$ cat config.mk
export PLATFORM = sky130hd
export DESIGN_NAME = seq_padlock
export DESIGN_NICKNAME = d
export VERILOG_FILES = /design/src/rtl/seq_padlock_pkg.sv /design/src/rtl/seq_padlock_code_reg.sv /design/src/rtl/seq_padlock.sv
export SDC_FILE = /design/constraint.sdc
export NUM_CORES = 1
export LEC_CHECK = 0
export BUFFER_PORTS_ARGS = -buffer_cell sky130_fd_sc_hd__clkbuf_2
export CORE_ASPECT_RATIO = 0.8
export CORE_MARGIN = 3
export CORE_UTILIZATION = 62
export DETAILED_ROUTE_END_ITERATION = 6
export PLACE_DENSITY = 0.79
export SYNTH_ARGS = -nofsm -noshare
export SYNTH_HDL_FRONTEND = slang
export SYNTH_SLANG_ARGS = --single-unit
$ cat constraint.sdc
create_clock -name clk -period 4.95 [get_ports clk]
set_clock_uncertainty 0.05 [all_clocks]
set_input_delay 0.495 -clock clk [delete_from_list [all_inputs] [get_ports clk]]
set_output_delay 0.495 -clock clk [all_outputs]
set_load 0.01 [all_outputs]
$ cat src/rtl/seq_padlock_pkg.sv
// seq_padlock_pkg: shared state encoding and counter width helper for the padlock.
package seq_padlock_pkg;
  typedef enum logic [1:0] {S_LOCKED, S_UNLOCKED, S_PROGRAM, S_LOCKOUT} state_e;
  function automatic int cnt_w(input int n);
    return (n < 2) ? 1 : $clog2(n);
  endfunction
endpackage

$ cat src/rtl/seq_padlock_code_reg.sv
// seq_padlock_code_reg: active code and programming shadow, digit 0 in the MSBs.
module seq_padlock_code_reg #(
  parameter int DIGIT_W = 4,
  parameter int CODE_LEN = 4,
  parameter logic [DIGIT_W*CODE_LEN-1:0] DEFAULT_CODE = 16'h1234,
  parameter int IDX_W = 2
) (
  input  logic               clk,
  input  logic               rst_n,
  input  logic               wr_i,
  input  logic               commit_i,
  input  logic [IDX_W-1:0]   idx_i,
  input  logic [DIGIT_W-1:0] digit_i,
  output logic [DIGIT_W-1:0] digit_o
);
  logic [0:CODE_LEN-1][DIGIT_W-1:0] code_q, code_d, shadow_q, shadow_d;
  // The commit cycle also carries the last digit, so the code takes the updated shadow.
  always_comb begin
    shadow_d = shadow_q;
    if (wr_i) shadow_d[idx_i] = digit_i;
    code_d = commit_i ? shadow_d : code_q;
  end
  always_ff @(posedge clk or negedge rst_n) begin
    if (!rst_n) begin
      code_q   <= DEFAULT_CODE;
      shadow_q <= '0;
    end else begin
      code_q   <= code_d;
      shadow_q <= shadow_d;
    end
  end
  assign digit_o = code_q[idx_i];
endmodule

$ cat src/rtl/seq_padlock.sv
// seq_padlock: sequential code lock FSM with programming mode.
// Define SEQ_PADLOCK_LOCKOUT_EN to build the failed-attempt lockout.
module seq_padlock
  import seq_padlock_pkg::*;
#(
  parameter int DIGIT_W = 4,
  parameter int CODE_LEN = 4,
  parameter logic [DIGIT_W*CODE_LEN-1:0] DEFAULT_CODE = 16'h1234,
  parameter int MAX_TRIES = 3,
  parameter int LOCKOUT_CYCLES = 16
) (
  input  logic                          clk,
  input  logic                          rst_n,
  input  logic [DIGIT_W-1:0]            digit_i,
  input  logic                          enter_i,
  input  logic                          clear_i,
  input  logic                          lock_i,
  input  logic                          prog_i,
  output logic                          unlocked_o,
  output logic                          prog_o,
  output logic                          lockout_o,
  output logic                          err_o,
  output logic                          done_o,
  output logic [cnt_w(CODE_LEN+1)-1:0]  progress_o
);
  localparam int IDX_W = cnt_w(CODE_LEN);
  localparam logic [IDX_W-1:0] LAST = IDX_W'(CODE_LEN - 1);
  if (CODE_LEN < 2 || MAX_TRIES < 1 || LOCKOUT_CYCLES < 1) begin : g_bad_cfg
    $error("seq_padlock: invalid parameters");
  end
  state_e state_q, state_d;
  logic [IDX_W-1:0] idx_q, idx_d;
  logic flag_q, flag_d, err_d, done_d, wr, commit, unlocked_d, prog_d, lockout_d;
  logic [DIGIT_W-1:0] code_digit;
`ifdef SEQ_PADLOCK_LOCKOUT_EN
  localparam int FAIL_W = cnt_w(MAX_TRIES + 1);
  localparam int CNT_W = cnt_w(LOCKOUT_CYCLES);
  logic [FAIL_W-1:0] fail_q, fail_d;
  logic [CNT_W-1:0] cnt_q, cnt_d;
`endif
  seq_padlock_code_reg #(
    .DIGIT_W(DIGIT_W), .CODE_LEN(CODE_LEN), .DEFAULT_CODE(DEFAULT_CODE), .IDX_W(IDX_W)
  ) u_code (
    .clk(clk), .rst_n(rst_n), .wr_i(wr), .commit_i(commit),
    .idx_i(idx_q), .digit_i(digit_i), .digit_o(code_digit)
  );
  always_ff @(posedge clk or negedge rst_n) begin
    if (!rst_n) begin
      state_q    <= S_LOCKED;
      idx_q      <= '0;
      flag_q     <= 1'b0;
      unlocked_o <= 1'b0;
      prog_o     <= 1'b0;
      lockout_o  <= 1'b0;
      err_o      <= 1'b0;
      done_o     <= 1'b0;
`ifdef SEQ_PADLOCK_LOCKOUT_EN
      fail_q     <= '0;
      cnt_q      <= '0;
`endif
    end else begin
      state_q    <= state_d;
      idx_q      <= idx_d;
      flag_q     <= flag_d;
      unlocked_o <= unlocked_d;
      prog_o     <= prog_d;
      lockout_o  <= lockout_d;
      err_o      <= err_d;
      done_o     <= done_d;
`ifdef SEQ_PADLOCK_LOCKOUT_EN
      fail_q     <= fail_d;
      cnt_q      <= cnt_d;
`endif
    end
  end
  always_comb begin
    state_d = state_q;
    idx_d   = idx_q;
    flag_d  = flag_q;
    err_d   = 1'b0;
    done_d  = 1'b0;
    wr      = 1'b0;
    commit  = 1'b0;
`ifdef SEQ_PADLOCK_LOCKOUT_EN
    fail_d  = fail_q;
    cnt_d   = cnt_q;
`endif
    case (state_q)
      S_LOCKED:
        if (clear_i) begin
          idx_d  = '0;
          flag_d = 1'b0;
        end else if (enter_i) begin
          idx_d  = (idx_q == LAST) ? '0 : idx_q + 1'b1;
          flag_d = (idx_q == LAST) ? 1'b0 : flag_q | (digit_i != code_digit);
          if (idx_q == LAST && !flag_q && digit_i == code_digit) begin
            state_d = S_UNLOCKED;
`ifdef SEQ_PADLOCK_LOCKOUT_EN
            fail_d  = '0;
`endif
          end else if (idx_q == LAST) begin
            err_d = 1'b1;
`ifdef SEQ_PADLOCK_LOCKOUT_EN
            fail_d = (fail_q == FAIL_W'(MAX_TRIES)) ? fail_q : fail_q + 1'b1;
            if (fail_d == FAIL_W'(MAX_TRIES)) begin
              state_d = S_LOCKOUT;
              cnt_d   = '0;
            end
`endif
          end
        end
      S_UNLOCKED: begin
        state_d = lock_i ? S_LOCKED : prog_i ? S_PROGRAM : S_UNLOCKED;
        idx_d   = '0;
      end
      S_PROGRAM:
        if (!prog_i) begin
          state_d = S_UNLOCKED;
          idx_d   = '0;
        end else if (clear_i) begin
          idx_d = '0;
        end else if (enter_i) begin
          wr      = 1'b1;
          commit  = idx_q == LAST;
          done_d  = idx_q == LAST;
          idx_d   = (idx_q == LAST) ? '0 : idx_q + 1'b1;
          state_d = (idx_q == LAST) ? S_UNLOCKED : S_PROGRAM;
        end
      default: begin
`ifdef SEQ_PADLOCK_LOCKOUT_EN
        state_d = (cnt_q == CNT_W'(LOCKOUT_CYCLES - 1)) ? S_LOCKED : S_LOCKOUT;
        fail_d  = (cnt_q == CNT_W'(LOCKOUT_CYCLES - 1)) ? '0 : fail_q;
        cnt_d   = (cnt_q == CNT_W'(LOCKOUT_CYCLES - 1)) ? '0 : cnt_q + 1'b1;
`else
        state_d = S_LOCKED;
`endif
      end
    endcase
  end
  always_comb begin
    unlocked_d = state_d == S_UNLOCKED;
    prog_d     = state_d == S_PROGRAM;
`ifdef SEQ_PADLOCK_LOCKOUT_EN
    lockout_d  = state_d == S_LOCKOUT;
`else
    lockout_d  = 1'b0;
`endif
  end
  assign progress_o = ($bits(progress_o))'(idx_q);
endmodule

# == Yosys cells after proc, flatten, opt, wreduce, memory -nomap -nowiden ==
# Index checks and enable logic that the tools add are counted.
# totals
inputBits,10
reg_bits,41
word_cells,73
# classes
eq_ne,7
n_lt_le_gt_ge,2
n_addsub,1
muxes,38
n_reduce_logical,8
bitwise,2
# ops
operator,count
$mux 2,13
$bwmux 16,1
$mux 1,16
$mux 16,1
$mux 4,3
$pmux 2 s3,2
$bmux 4 s2,1
$demux 4 s2,1
$eq 2x2->1 const B,3
$eq 2x1->1 const B,2
$eq 4x4->1,1
$ne 4x4->1,1
$ge 3x3->1 const B,1
$logic_and 1x1->1,3
$lt 3x1->1 const B,1
$not 2->3,1
$reduce_bool 3->1,1
$add 2x1->2 const B,1
$logic_not 2->1,1
$reduce_and 2->1,1
$reduce_bool 2->1,1
$logic_not 1->1,1
$or 1x1->1,1

# == Longest topological paths before layout ==
# depth
depth_word,11
depth_mapped,7
depth_no_buf,7

# == By module ==
# Synthesis repeated with hierarchy kept, for this count alone.
# hier_totals
cells_unflattened,138
hier_area_um2,1965.6
# modules_own_cells
module,cells_per_inst,n_inst,area_each_um2,seq_area_each_um2
seq_padlock_code_reg,76,1,1365.1,807.0
seq_padlock,62,1,600.6,225.2

# == Worst setup path after synthesis ==
# No wires, ideal clock.
# synth_timing
kind,flip-flop to flip-flop
start,register idx_q[0]
end,register unlocked_o
stages_incl_launch_ff,7
t_arrival_ns,1.785
setup_ns,0.121
synth_period_minus_slack_ns,1.956
setup_slack_ns,2.994
cell_sequence,dfrtp_1 > buf_6 > mux4_1 > xnor2_2 > o2111ai_2 > nand3_1 > a22o_1
# synth_between
elab_chain_cells,11
elab_cells_between_ends,17
classes_between,eq/ne: 3; mux: 11; bitwise: 1; reduce/logical: 2
# synth_rtl
item,line,source
start: declaration,seq_padlock.sv:32,"logic [IDX_W-1:0] idx_q, idx_d;"
start signal: assignment,seq_padlock.sv:63,idx_q <= idx_d;
$not 2->3 (implied by the code),seq_padlock_code_reg.sv:32,assign digit_o = code_q[idx_i];
$bmux 4 s2,seq_padlock_code_reg.sv:32,
$mux 4 (implied by the code) (2 in series),seq_padlock_code_reg.sv:32,
$eq 4x4->1,seq_padlock.sv:96,if (idx_q == LAST && !flag_q && digit_i == code_digit) begin
$logic_and 1x1->1,seq_padlock.sv:96,
$mux 2,seq_padlock.sv:96,
$mux 2,seq_padlock.sv:93,end else if (enter_i) begin
$mux 2,seq_padlock.sv:90,if (clear_i) begin
$pmux 2 s3 (*),seq_padlock.sv:88,case (state_q)
$eq 2x1->1 (*),seq_padlock.sv:141,unlocked_d = state_d == S_UNLOCKED;
named net unlocked_d,seq_padlock.sv:33,"logic flag_q, flag_d, err_d, done_d, wr, commit, unlocked_d, prog_d, lockout_d;"
end signal: assignment,seq_padlock.sv:65,unlocked_o <= unlocked_d;
end: declaration,seq_padlock.sv:19,"output logic unlocked_o,"
# Mark *: on every way through the listed nets, which the timed path passes. The rest lies on a longest branch. The select of a mux whose other input is x is not followed.
# A chain may end at the register's enable or synchronous reset.

# == Final worst setup path ==
# layout_timing
start,register idx_q[0]
end,register u_code.code_q[11] (netlist bit)
# layout_between
elab_chain_cells,7
elab_cells_between_ends,13
classes_between,order compare: 2; eq/ne: 1; mux: 8; bitwise: 1; reduce/logical: 1
# layout_rtl
item,line,source
$not 2->3 (implied by the code),seq_padlock_code_reg.sv:20,if (wr_i) shadow_d[idx_i] = digit_i;
$ge 3x3->1 (implied by the code) or $lt 3x1->1 (tied branches),seq_padlock_code_reg.sv:20,
$logic_and 1x1->1 (implied by the code),seq_padlock_code_reg.sv:20,
$mux 4 (implied by the code),seq_padlock_code_reg.sv:20,
$demux 4 s2,seq_padlock_code_reg.sv:20,
$bwmux 16,seq_padlock_code_reg.sv:20,
$mux 16,seq_padlock_code_reg.sv:20,
end signal: assignment,seq_padlock_code_reg.sv:28,code_q <= code_d;
end: declaration,seq_padlock_code_reg.sv:16,"logic [0:CODE_LEN-1][DIGIT_W-1:0] code_q, code_d, shadow_q, shadow_d;"
# Several ways; a longest one is shown, not always the timed one.

==> impl_results.md <==
- Min cycle time layout: ~2300 ps
- CTS root buf: clkbuf_8
- Die footprint: 3670 um^2
- Slew Limit Headroom: 0.404
- Tcrit/Tclk final: 0.460
- Post_cts resized: 0
- TritonCTS Buffers: 5
- Global-route wire length before repair: about 5400 um
- Setup bufs post-CTS: 0
- GRT Total Usage: 0.212
- Dpl ws: 2690 ps
- GRT overflow: 0
- Worst EP required: 5070 ps
- Synth area leaders: dfrtp_1, mux2_2, dfstp_2, ha_1, mux4_1
- Clock tree sinks: 37
- Final instance area: about 2000 um^2
- H-tree depth: 2
- Area Overhead vs Synth: 9.84%
- Post-Route WL: 3440 um
- Hold WC Path Type: primary input to async pin
- Worst Max-Slew Pin Slew: 893 ps
- Dpl cell area: 1930 um^2
- RSZ-0062 raised after global routing: no
- Status: finished, final reports clean
- CP endpoint kind: flip-flop
- Initial antenna violation count: 0
- Leak: 1.01 nW
- EDFF count, synth: 0
- Final worst slack: about 2700 ps
- Wire per inst: about 17 um
- Vias: about 1200
- Post-Synthesis Cell Area: about 1800 um^2
- Worst Setup SP: idx_q[0]
- Area share of the largest cell type after synthesis: 0.434
- Initial Util: 0.657
- FMAX: 0.440 GHz
- Setup_tns: 0 ps
- DP HPWL: 2480 um
- NumNets Final: 186
- I/O Pins: 18
- Worst-path clk slew: roughly 70 ps
- Maximum vdd drop: 260 uV
- CTS tree: built
- Ys Warns: 0
- Critical path fanouts, max: 17
- Power Density: just over 400 nW/um^2
- Post-route DRC violation count: 0
- Sequential area share after synthesis: 0.505
- Final RePlAce weighted congestion: between 0.7 and 0.8
- Row Count: 17
- Flops & latches, synth: 37
- Core area: 2810 um^2
- Cell depth of the worst flop-to-flop path: 5
- IO Port Bufs: 15
- Origin of the critical flop-to-flop path: idx_q[0]
- Async SR Flop Fraction: 1.00
- Post-synth top cells: dfrtp_1, mux2_2, nand2_1, inv_1, ha_1
- Yosys cell types: 37
- Tot Pwr: a little over 0.0008 W
- Max-Cap Viols: 0
- Die height: 54.8 um
- Drt first pass iters: 4
- Count leader, synth: dfrtp_1
- Synthesized area per cell: between 10 and 15 um^2
- Vias in the first global route: 1139
- Worst-skew pair later-pin latency: 290 ps
- Chip Width: approximately 67 um
- Cells after synthesis: 150
- Number of DRC markers in iteration 0: 105
- Final setup viols: 0
- Share of cells above drive strength 1: 0.343
- Final Util: 0.721
- N_diodes: 0
- Largest net degree at the start of global routing: 38
- Post-DRT Antenna Nets: 0
- Final Max Tran Viols: 0
- Final Hold Fails: 0
- Hold Buf Count CTS: 0
- Synth Flop Type: dfrtp_1
- Startpoint types: flip-flop
- Clock Tree Buf Depth: 2
- Drt via density: 5.63
- Worst EP arrival: 2400 ps
- Critical path type: flip-flop to flip-flop
- Cell taking the most area after synthesis: dfrtp_1
## power by group
part	total, W	internal (W)	switching, W
Clock	0.000217	0.000113	0.000104
Sequential	0.000392	0.000353	0.0000392
Combinational	0.000215	0.000103	0.000112
Total	0.000824	0.000569	0.000255
## cells by family after synthesis
| logic type | after synthesis | synth area share |
|---|---|---|
| buffers and inverters | 15 | 0.0414 |
| XOR/XNOR | 3 | 0.0183 |
| flip-flops | 37 | 0.505 |
| AO/OA/AOI/OAI | 17 | 0.0679 |
| multiplexers | 31 | 0.212 |
| other | 1 | 0.00203 |
| AND/OR/NAND/NOR | 38 | 0.0991 |
| adder cells (fa/ha/maj) | 8 | 0.0543 |
## state kept, by name, indices dropped and copies added (netlist names)
register,cells
done_o,1
err_o,1
flag_q,1
idx_q,2
prog_o,1
state_q,2
u_code.code_q,16
u_code.shadow_q,12
unlocked_o,1
## final timing paths
path                                       end  slack [ps]
max                          u_code.code_q[11]        2680
min                                     flag_q         270
max reg2reg                  u_code.code_q[11]        2680
min reg2reg                   u_code.code_q[2]         420
max in group asynchronous  u_code.shadow_q[11]        4030
min in group clk                        flag_q         370
## cell type report
| class | count | area (um^2) |
|---|---|---|
| inverters | 10 | 37.5 |
| clock inverters | 1 | 7.51 |
| fillers | 203 | 782 |
| multi-input cells | 99 | 840 |
| well taps | 38 | 47.5 |
| repair buffers | 15 | 75.1 |
| clock buffers | 7 | 86.3 |
| flip-flops and latches | 37 | 932 |
## layout by cell type, fill, tap and decap left out, drive strengths merged
master    netlist  routed
a211oi          1       1
a21boi          1       1
a21o            1       1
a21oi           4       4
a22o            2       2
a22oi           1       1
and3b           1       1
clkbuf          0      22
clkinvlp        0       1
conb            1       2
dfrtp          32      32
dfstp           5       5
ha              8       8
inv            10      10
mux2           25      25
mux2i           3       3
mux4            3       3
nand2          21      21
nand2b          1       1
nand3           2       2
nand3b          2       2
nor2            4       4
nor2b           2       2
nor3            2       2
nor3b           2       2
o2111ai         1       1
o21ai           2       2
o21ba           1       1
o22a            1       1
o22ai           1       1
o31ai           1       1
or3b            1       1
xnor2           3       3
## critical path, cell delays in order (launching register included)
cell	delay, ps
dfrtp_1	610
ha_1	280
and3b_1	240
nand3_1	230
inv_2	350
mux2_2	380
## per-stage QoR
step,instances,hold slack (ps)
2_1_floorplan,151,149
3_3_place_gp,199,400
3_5_place_dp,199,402
4_1_cts,207,291
5_1_grt,207,322
6_report,207,268
## routing by layer
layer	global-route usage	share of wire	wire length, um
met5	0	0	0
met4	0.0539	0.011	38
met3	0.0801	0.063	218
met2	0.342	0.47	1610
met1	0.272	0.46	1570
Power figures use the tool's default switching activity.
